File: src/rtl/controle_pkg.sv
// rtl/controle_pkg.sv - state encoding, timer width and default phase lengths for controle_movimento
package controle_pkg;

    typedef enum logic [2:0] {
        PARADO    = 3'd0,
        AVANCA    = 3'd1,
        RECUA     = 3'd2,
        GIRA      = 3'd3,
        ASPIRA    = 3'd4,
        BLOQUEADO = 3'd5
    } estado_t;

    localparam int T_RE_DEF     = 8;
    localparam int T_GIRA_DEF   = 12;
    localparam int T_ASPIRA_DEF = 16;
    localparam int TMR_W        = 5;

    // A phase of n cycles is timed by loading n-1 and leaving when the count hits zero.
    function automatic logic [TMR_W-1:0] carga(input int n);
        return TMR_W'(n - 1);
    endfunction

endpackage

File: src/rtl/temporizador.sv
// rtl/temporizador.sv - 5-bit down-counter with load and zero flag, saturating at zero
module temporizador
    import controle_pkg::*;
(
    input  logic             clk,
    input  logic             rst_n,
    input  logic             load,
    input  logic [TMR_W-1:0] value,
    output logic             zero
);

    logic [TMR_W-1:0] cnt;

    always_ff @(posedge clk or negedge rst_n) begin
        if (!rst_n) begin
            cnt <= '0;
        end else if (load) begin
            cnt <= value;
        end else if (cnt != '0) begin
            cnt <= cnt - TMR_W'(1);
        end
    end

    assign zero = (cnt == '0);

endmodule

File: src/rtl/controle_movimento.sv
// rtl/controle_movimento.sv - robot vacuum motion FSM with registered sensor inputs and Moore motor decode
module controle_movimento
    import controle_pkg::*;
#(
    parameter int T_RE     = T_RE_DEF,
    parameter int T_GIRA   = T_GIRA_DEF,
    parameter int T_ASPIRA = T_ASPIRA_DEF
) (
    input  logic       clk,
    input  logic       rst_n,
    input  logic       liga,
    input  logic       bat_baixa,
    input  logic       obst_frente,
    input  logic       obst_esq,
    input  logic       obst_dir,
    input  logic       sujeira,
    output logic       mot_frente,
    output logic       mot_re,
    output logic       gira_esq,
    output logic       gira_dir,
    output logic       aspira,
    output logic [2:0] estado
);

    localparam logic [TMR_W-1:0] LD_RE     = carga(T_RE);
    localparam logic [TMR_W-1:0] LD_GIRA   = carga(T_GIRA);
    localparam logic [TMR_W-1:0] LD_ASPIRA = carga(T_ASPIRA);

    logic liga_q, bat_q, frente_q, esq_q, dir_q, suj_q;
    estado_t state_q, state_d;
    logic turn_right_q, turn_right_d;
    logic alt_right_q, alt_right_d;
    logic enter_gira;
    logic tmr_load, tmr_zero;
    logic [TMR_W-1:0] tmr_val;

    // Sensors are sampled first, so a fresh reset release cannot leave PARADO on its first edge.
    always_ff @(posedge clk or negedge rst_n) begin
        if (!rst_n) begin
            liga_q       <= 1'b0;
            bat_q        <= 1'b0;
            frente_q     <= 1'b0;
            esq_q        <= 1'b0;
            dir_q        <= 1'b0;
            suj_q        <= 1'b0;
            state_q      <= PARADO;
            turn_right_q <= 1'b0;
            alt_right_q  <= 1'b0;
        end else begin
            liga_q       <= liga;
            bat_q        <= bat_baixa;
            frente_q     <= obst_frente;
            esq_q        <= obst_esq;
            dir_q        <= obst_dir;
            suj_q        <= sujeira;
            state_q      <= state_d;
            turn_right_q <= turn_right_d;
            alt_right_q  <= alt_right_d;
        end
    end

    always_comb begin
        state_d      = state_q;
        turn_right_d = turn_right_q;
        alt_right_d  = alt_right_q;
        enter_gira   = 1'b0;
        tmr_load     = 1'b0;
        tmr_val      = '0;

        if (!liga_q || bat_q) begin
            state_d = PARADO;
        end else begin
            case (state_q)
                PARADO: state_d = AVANCA;
                AVANCA: begin
                    if (frente_q) begin
                        state_d  = RECUA;
                        tmr_load = 1'b1;
                        tmr_val  = LD_RE;
                    end else if (suj_q) begin
                        state_d  = ASPIRA;
                        tmr_load = 1'b1;
                        tmr_val  = LD_ASPIRA;
                    end
                end
                RECUA: begin
                    if (tmr_zero) begin
                        if (esq_q && dir_q) state_d = BLOQUEADO;
                        else                enter_gira = 1'b1;
                    end
                end
                GIRA:      if (tmr_zero) state_d = AVANCA;
                ASPIRA:    if (tmr_zero) state_d = AVANCA;
                BLOQUEADO: if (!(esq_q && dir_q)) enter_gira = 1'b1;
                default:   state_d = PARADO;
            endcase
        end

        // Turn away from the blocked side; with both sides free, alternate starting left.
        if (enter_gira) begin
            state_d  = GIRA;
            tmr_load = 1'b1;
            tmr_val  = LD_GIRA;
            if (esq_q) begin
                turn_right_d = 1'b1;
            end else if (dir_q) begin
                turn_right_d = 1'b0;
            end else begin
                turn_right_d = alt_right_q;
                alt_right_d  = ~alt_right_q;
            end
        end
    end

    temporizador u_temporizador (
        .clk   (clk),
        .rst_n (rst_n),
        .load  (tmr_load),
        .value (tmr_val),
        .zero  (tmr_zero)
    );

    assign mot_frente = (state_q == AVANCA);
    assign mot_re     = (state_q == RECUA);
    assign gira_esq   = (state_q == GIRA) && !turn_right_q;
    assign gira_dir   = (state_q == GIRA) && turn_right_q;
    assign aspira     = (state_q == AVANCA) || (state_q == ASPIRA);
    assign estado     = state_q;

endmodule
File: config.mk
export PLATFORM = sky130hd
export DESIGN_NAME = controle_movimento
export DESIGN_NICKNAME = d
export VERILOG_FILES = /design/src/rtl/controle_pkg.sv /design/src/rtl/temporizador.sv /design/src/rtl/controle_movimento.sv
export SDC_FILE = /design/constraint.sdc
export NUM_CORES = 1
export LEC_CHECK = 0
export BUFFER_PORTS_ARGS = -buffer_cell sky130_fd_sc_hd__buf_2
export CAP_MARGIN = 20
export CORE_MARGIN = 1.5
export CORE_UTILIZATION = 40
export CTS_BUF_LIST = sky130_fd_sc_hd__clkbuf_4
export DETAILED_ROUTE_END_ITERATION = 6
export GPL_ROUTABILITY_DRIVEN = 0
export GPL_TIMING_DRIVEN = 0
export PLACE_DENSITY = 0.72
export SLEW_MARGIN = 0
export SYNTH_ARGS = -nofsm -noshare
export SYNTH_HDL_FRONTEND = slang
export SYNTH_HIERARCHICAL = 1
export SYNTH_SLANG_ARGS = --single-unit
File: constraint.sdc
create_clock -name clk -period 5.3 [get_ports clk]
set_input_delay 0.265 -clock clk [delete_from_list [all_inputs] [get_ports clk]]
set_output_delay 0.265 -clock clk [all_outputs]
set_load 0.03 [all_outputs]
Word-level counts from Yosys, hierarchy flattened

Index checks and enable logic that the tools add are counted.
W data, S select, Z words.

Add/subtract/negate cells: 1
Equal/unequal tests: 10
Multiplexer cells: 26
Bitwise operators: 3
Reduce and logical (&&, ||, !) cells: 14

Operators with widths:

| kind                  | number |
|---|---|
| $mux W3               | 7 |
| $mux W4               | 4 |
| $mux W5               | 3 |
| $pmux W3 S5           | 1 |
| $ne A4 B1 Y1 const B  | 3 |
| $mux W1               | 10 |
| $eq A3 B2 Y1 const B  | 2 |
| $eq A3 B3 Y1 const B  | 2 |
| $logic_not A5 Y1      | 1 |
| $ne A5 B1 Y1 const B  | 1 |
| $reduce_and A5 Y1     | 1 |
| $reduce_bool A5 Y1    | 1 |
| $sub A5 B1 Y5 const B | 1 |
| $eq A3 B1 Y1 const B  | 1 |
| $logic_and A1 B1 Y1   | 3 |
| $logic_not A3 Y1      | 1 |
| $ne A3 B3 Y1 const B  | 1 |
| $not A1 Y1            | 3 |
| $reduce_and A3 Y1     | 1 |
| $logic_not A1 Y1      | 2 |
| $logic_or A1 B1 Y1    | 2 |
| $pmux W1 S2           | 1 |
| $reduce_bool A2 Y1    | 1 |
| $reduce_or A2 Y1      | 1 |

Register bits: 16
Logic and storage cells: 64

Longest topological paths before layout

Word-level depth: 7
Depth in mapped cells: 9

Cells and area by module

Netlist, hierarchy kept.

Modules (own cells, without submodules):

| module             | instances | cells each | area an instance (µm²) |
|---|---|---|---|
| controle_movimento | 1         | 54         | 590.6 |
| temporizador       | 1         | 27         | 279.0 |

Worst setup path after synthesis

OpenSTA, ideal clock, no wires.

Kind: reg-to-reg
Start point: register u_temporizador.cnt[0]
End point: register u_temporizador.cnt[4]
Setup time: 0.138 ns
Data arrival time: 1.993 ns
Path slack: 3.169 ns
Stages on the path, launching flop included: 9
Path buffers: 1
Cells stage by stage: dfrtp_1 > inv_1 > ha_1 > nor4b_4 > and4bb_1 > o21ai_4 > a21oi_1 > clkbuf_1 > o21ai_0

Word-level cells in the longest chain between the ends: 6
Elaborated cells between the ends (all ways): 10

RTL lines:

| item                                                 | RTL line                  | source |
|---|---|---|
| start, declared                                      | temporizador.sv:12        | `logic [TMR_W-1:0] cnt;` |
| start signal, assigned                               | temporizador.sv:18        | `cnt <= value;` |
| start signal, assigned                               | temporizador.sv:20        | `cnt <= cnt - TMR_W'(1);` |
| $logic_not A5 Y1 *                                   | temporizador.sv:24        | `assign zero = (cnt == '0);` |
| net tmr_zero                                         | controle_movimento.sv:34  | `logic tmr_load, tmr_zero;` |
| $mux W1 *                                            | controle_movimento.sv:87  | `if (tmr_zero) begin` |
| $pmux W1 S2 *                                        | controle_movimento.sv:73  | `case (state_q)` |
| $mux W1 *                                            | controle_movimento.sv:70  | `if (!liga_q \|\| bat_q) begin` |
| $mux W1 *                                            | controle_movimento.sv:100 | `if (enter_gira) begin` |
| net tmr_load                                         | controle_movimento.sv:34  |  |
| $mux W5 / $reduce_bool A2 Y1 (equally long branches) | -                         |  |

The timed path passes the listed nets; every way through them passes the cells marked *. The select of a mux whose other input is x is not followed.
A chain may end at the register's enable or synchronous reset.

Worst setup path in the final report

Start point: register u_temporizador.cnt[0]
End point: register u_temporizador.cnt[3]

The elaborated chain is that of the path after synthesis.

==> metrics <==
largest net degree at the start of global routing 17; count of port buffers added during placement 15; period utilisation layout 46.2%; share of layout cells above drive strength 1 a little over a quarter; total grt overflow 0; nets 111; area taken by multi-input logic gates around 410 sq um; final worst hold slack 77.4 ps; maximum count of clock buffers along a single path 2; total of flip-flops plus latches after synthesis 16; HP Class in -> reg; Met3 Routed Length about 48 um; fill cell count about 190; number of cells traversed by the worst register-to-register path 9; cell at the root of the clock tree clkbuf_4; P_sw around 0.12 mW; register-to-register setup slack 2850 ps; Final setup viols 0; Hold Path Origin obst_dir; launching element type of the critical path register; Mapped Area a little under 900 sq um; cell-by-cell trace of the critical path inv_1 -> ha_1 -> nor4b_4 -> and4bb_1 -> o21ai_4 -> a21oi_1 -> clkbuf_1 -> nand2_1 -> o31ai_1; Leak Pwr about 0.47 nW; post-placement cell area 978 sq um; RR Startpoint u_temporizador/cnt[0]; Post-Synthesis Net Count 90; RSZ-0062 raised after global routing false; length of the first detailed-routing pass in iterations 4; share of synthesized area occupied by flip-flops and latches 46.0%; core region area between 2000 and 2500 sq um; IO Pins 16; Die Height a little under 50 um; wire length per cell after detailed routing 11.3 um; Post-Route Utilization roughly half; end point of the worst hold path dir_q; final cell area excluding filler cells roughly 1000 sq um; final wirelength between 1 and 1.5 mm; warnings from Yosys 6; synthesis-to-layout area growth 16.7%; Yosys cell types 36; CTS tree built; Largest register FFs 5; power density normalized to cell area roughly 340 nW/um^2; power share of the combinational group between 30% and 40%; internal power summed over all cells approximately 0.23 mW; via density per instance 4.90; maximum vdd ir drop roughly 150 uV; syn avg cell area ~11 sq um; wire length of the first global-routing pass 2.50 mm; antenna violations before repair 0; hold violation total from the final report 0; metal1 wirelength 707 um; number of global-route vias before repair 560; wire length on met2 approximately 680 um; share of total power in the clock network 18.6%; later-pin clock latency in the skew report about 280 ps; switching fraction of total power 33.5%; worst stage delay on the critical path around 450 ps; via count roughly 630; number of remaining DRC errors 0; Total Negative Setup Slacks 0 ps; largest register by flop count u_temporizador/cnt; slowest library cell on the worst path nor4b_4; FMAX 409 MHz; top metal layer carrying routed signals met4; number of instances in the synthesized netlist roughly 80; Initial Utilization 43.4%; category of the critical setup timing path reg -> reg; maxcap violations 0; maximum level of the CTS H-tree 1; number of buffers added by the clock tree synthesis step 3; maximum clock skew at final layout approximately 4.4 ps; hold path depth 1; arrival time worst endpoint approximately 2600 ps; endpoint of the most critical register-to-register path u_temporizador/cnt[3]; shortest clock period the worst path allows after layout about 2400 ps; worst-path fanout max 10; count of routing violations after the opening detailed-route iteration 13; floorplan die area 2460 sq um; diode insertion count for antenna repair 0; Clock Sink Count 16; status complete, no violations; Horiz. Die Dim 49.6 um; final count of pins violating max slew 0; count of cells resized by post-cts repair 0; overall fraction of global-route tracks in use 13.8%; sequential cell fraction of total power approximately 48%; CP endpoint kind register; FP Rows 16; data required time at the worst endpoint 5490 ps; Sequential Area roughly 400 sq um; clk slew on worst S/H paths roughly 90 ps; antenna-violating nets left 0
[Yosys cell counts, drive strengths merged]
master	n	area, sq um
ha	1	12.5
inv	5	18.8
dfrtp	16	400
a21oi	4	20.0
and3	1	6.26
nor4bb	1	10.0
nor2	4	15.0
a22oi	1	7.51
and4bb	1	12.5
conb	1	3.75
nor4	1	21.3
nor3b	2	20.0
maj3	1	10.0
xnor2	5	43.8
nor2b	3	18.8
and2b	1	7.51
o32ai	1	8.76
buf	4	33.8
xor2	1	8.76
nor3	1	5.00
o2bb2ai	1	8.76
nand2	7	26.3
o31ai	4	30.0
and3b	2	17.5
clkbuf	1	3.75
o21ai	7	50.1
mux2	1	11.3
nand2b	1	6.26
nor4b	1	23.8
nand3b	1	7.51
[critical path, delay by kind of cell, from the launching register on]
kind            cells  cell delay, ps
buf+inv             2             440
simple gates        3             880
fa+ha+maj           1             230
flops               1             390
compound gates      3             410
[layout make-up]
class / instances / share of cell area [%]
clock inverters: 1 / 0.370
multi-input cells: 55 / 40.7
repair buffers: 16 / 8.38
flip-flops and latches: 16 / 39.5
plain buffers: 5 / 3.70
inverters: 5 / 1.85
clock buffers: 3 / 2.22
well taps: 27 / 3.33
[cells by family (layout without fill, tap and decap cells)]
group,Yosys count,in the layout,synth area share (%)
buffers and inverters,10,30,6.47
other,1,1,0.431
and+or+nand+nor,27,27,22.7
DFF,16,16,46.0
adders and majority gates,2,2,2.59
xor gates and xnor gates,6,6,6.04
muxes,1,1,1.29
AOI/OAI and AO/OA,18,18,14.4
[routing by layer]
layer  global-route usage [%]  up-vias
li1                         -      320
met1                     17.7      293
met2                     20.4       12
met3                     3.64        2
met4                     8.80        0
met5                        0        -
[power by group through the flow]
stage	Combinational, mW	Sequential (mW)	Clock [mW]
floorplan	0.0926	0.168	0
global placement	0.110	0.168	0
detailed placement	0.116	0.170	0
CTS	0.118	0.168	0.0690
global route	0.130	0.171	0.0741
finish	0.116	0.168	0.0649
[metrics by stage]
| step | total power [mW] | setup WS, ps | cells |
|---|---|---|---|
| 3_5_place_dp | 0.287 | 2870 | 123 |
| 5_1_grt | 0.375 | 2620 | 128 |
| 6_report | 0.349 | 2850 | 128 |
| 2_1_floorplan | 0.260 | 3170 | 81 |
| 4_1_cts | 0.355 | 2840 | 128 |
| 3_3_place_gp | 0.279 | 2920 | 123 |
[timing repair]
action                    CTS  global route
buffers inserted            0             0
hold endpoints to repair   16             0
hold buffers                1             0
[how the worst max path moves through the flow]
stage,from,depth (start not counted),end
detailed placement,u_temporizador/cnt[0],8,u_temporizador/cnt[4]
finish,u_temporizador/cnt[0],9,u_temporizador/cnt[3]
global placement,u_temporizador/cnt[0],8,u_temporizador/cnt[4]
CTS,u_temporizador/cnt[0],9,u_temporizador/cnt[3]
global route,u_temporizador/cnt[0],9,u_temporizador/cnt[3]
floorplan,u_temporizador/cnt[0],8,u_temporizador/cnt[4]
[placed cells by master, fill, tap and decap left out, types with 2 or more instances in the layout]
cell	count
a21oi_1	4
and3b_1	2
buf_2	15
buf_6	2
clkbuf_4	3
dfrtp_1	16
inv_1	5
nand2_1	7
nor2_1	4
nor2b_1	3
o21ai_1	4
o31ai_1	4
xnor2_1	5
Power figures use the tool's default switching activity.
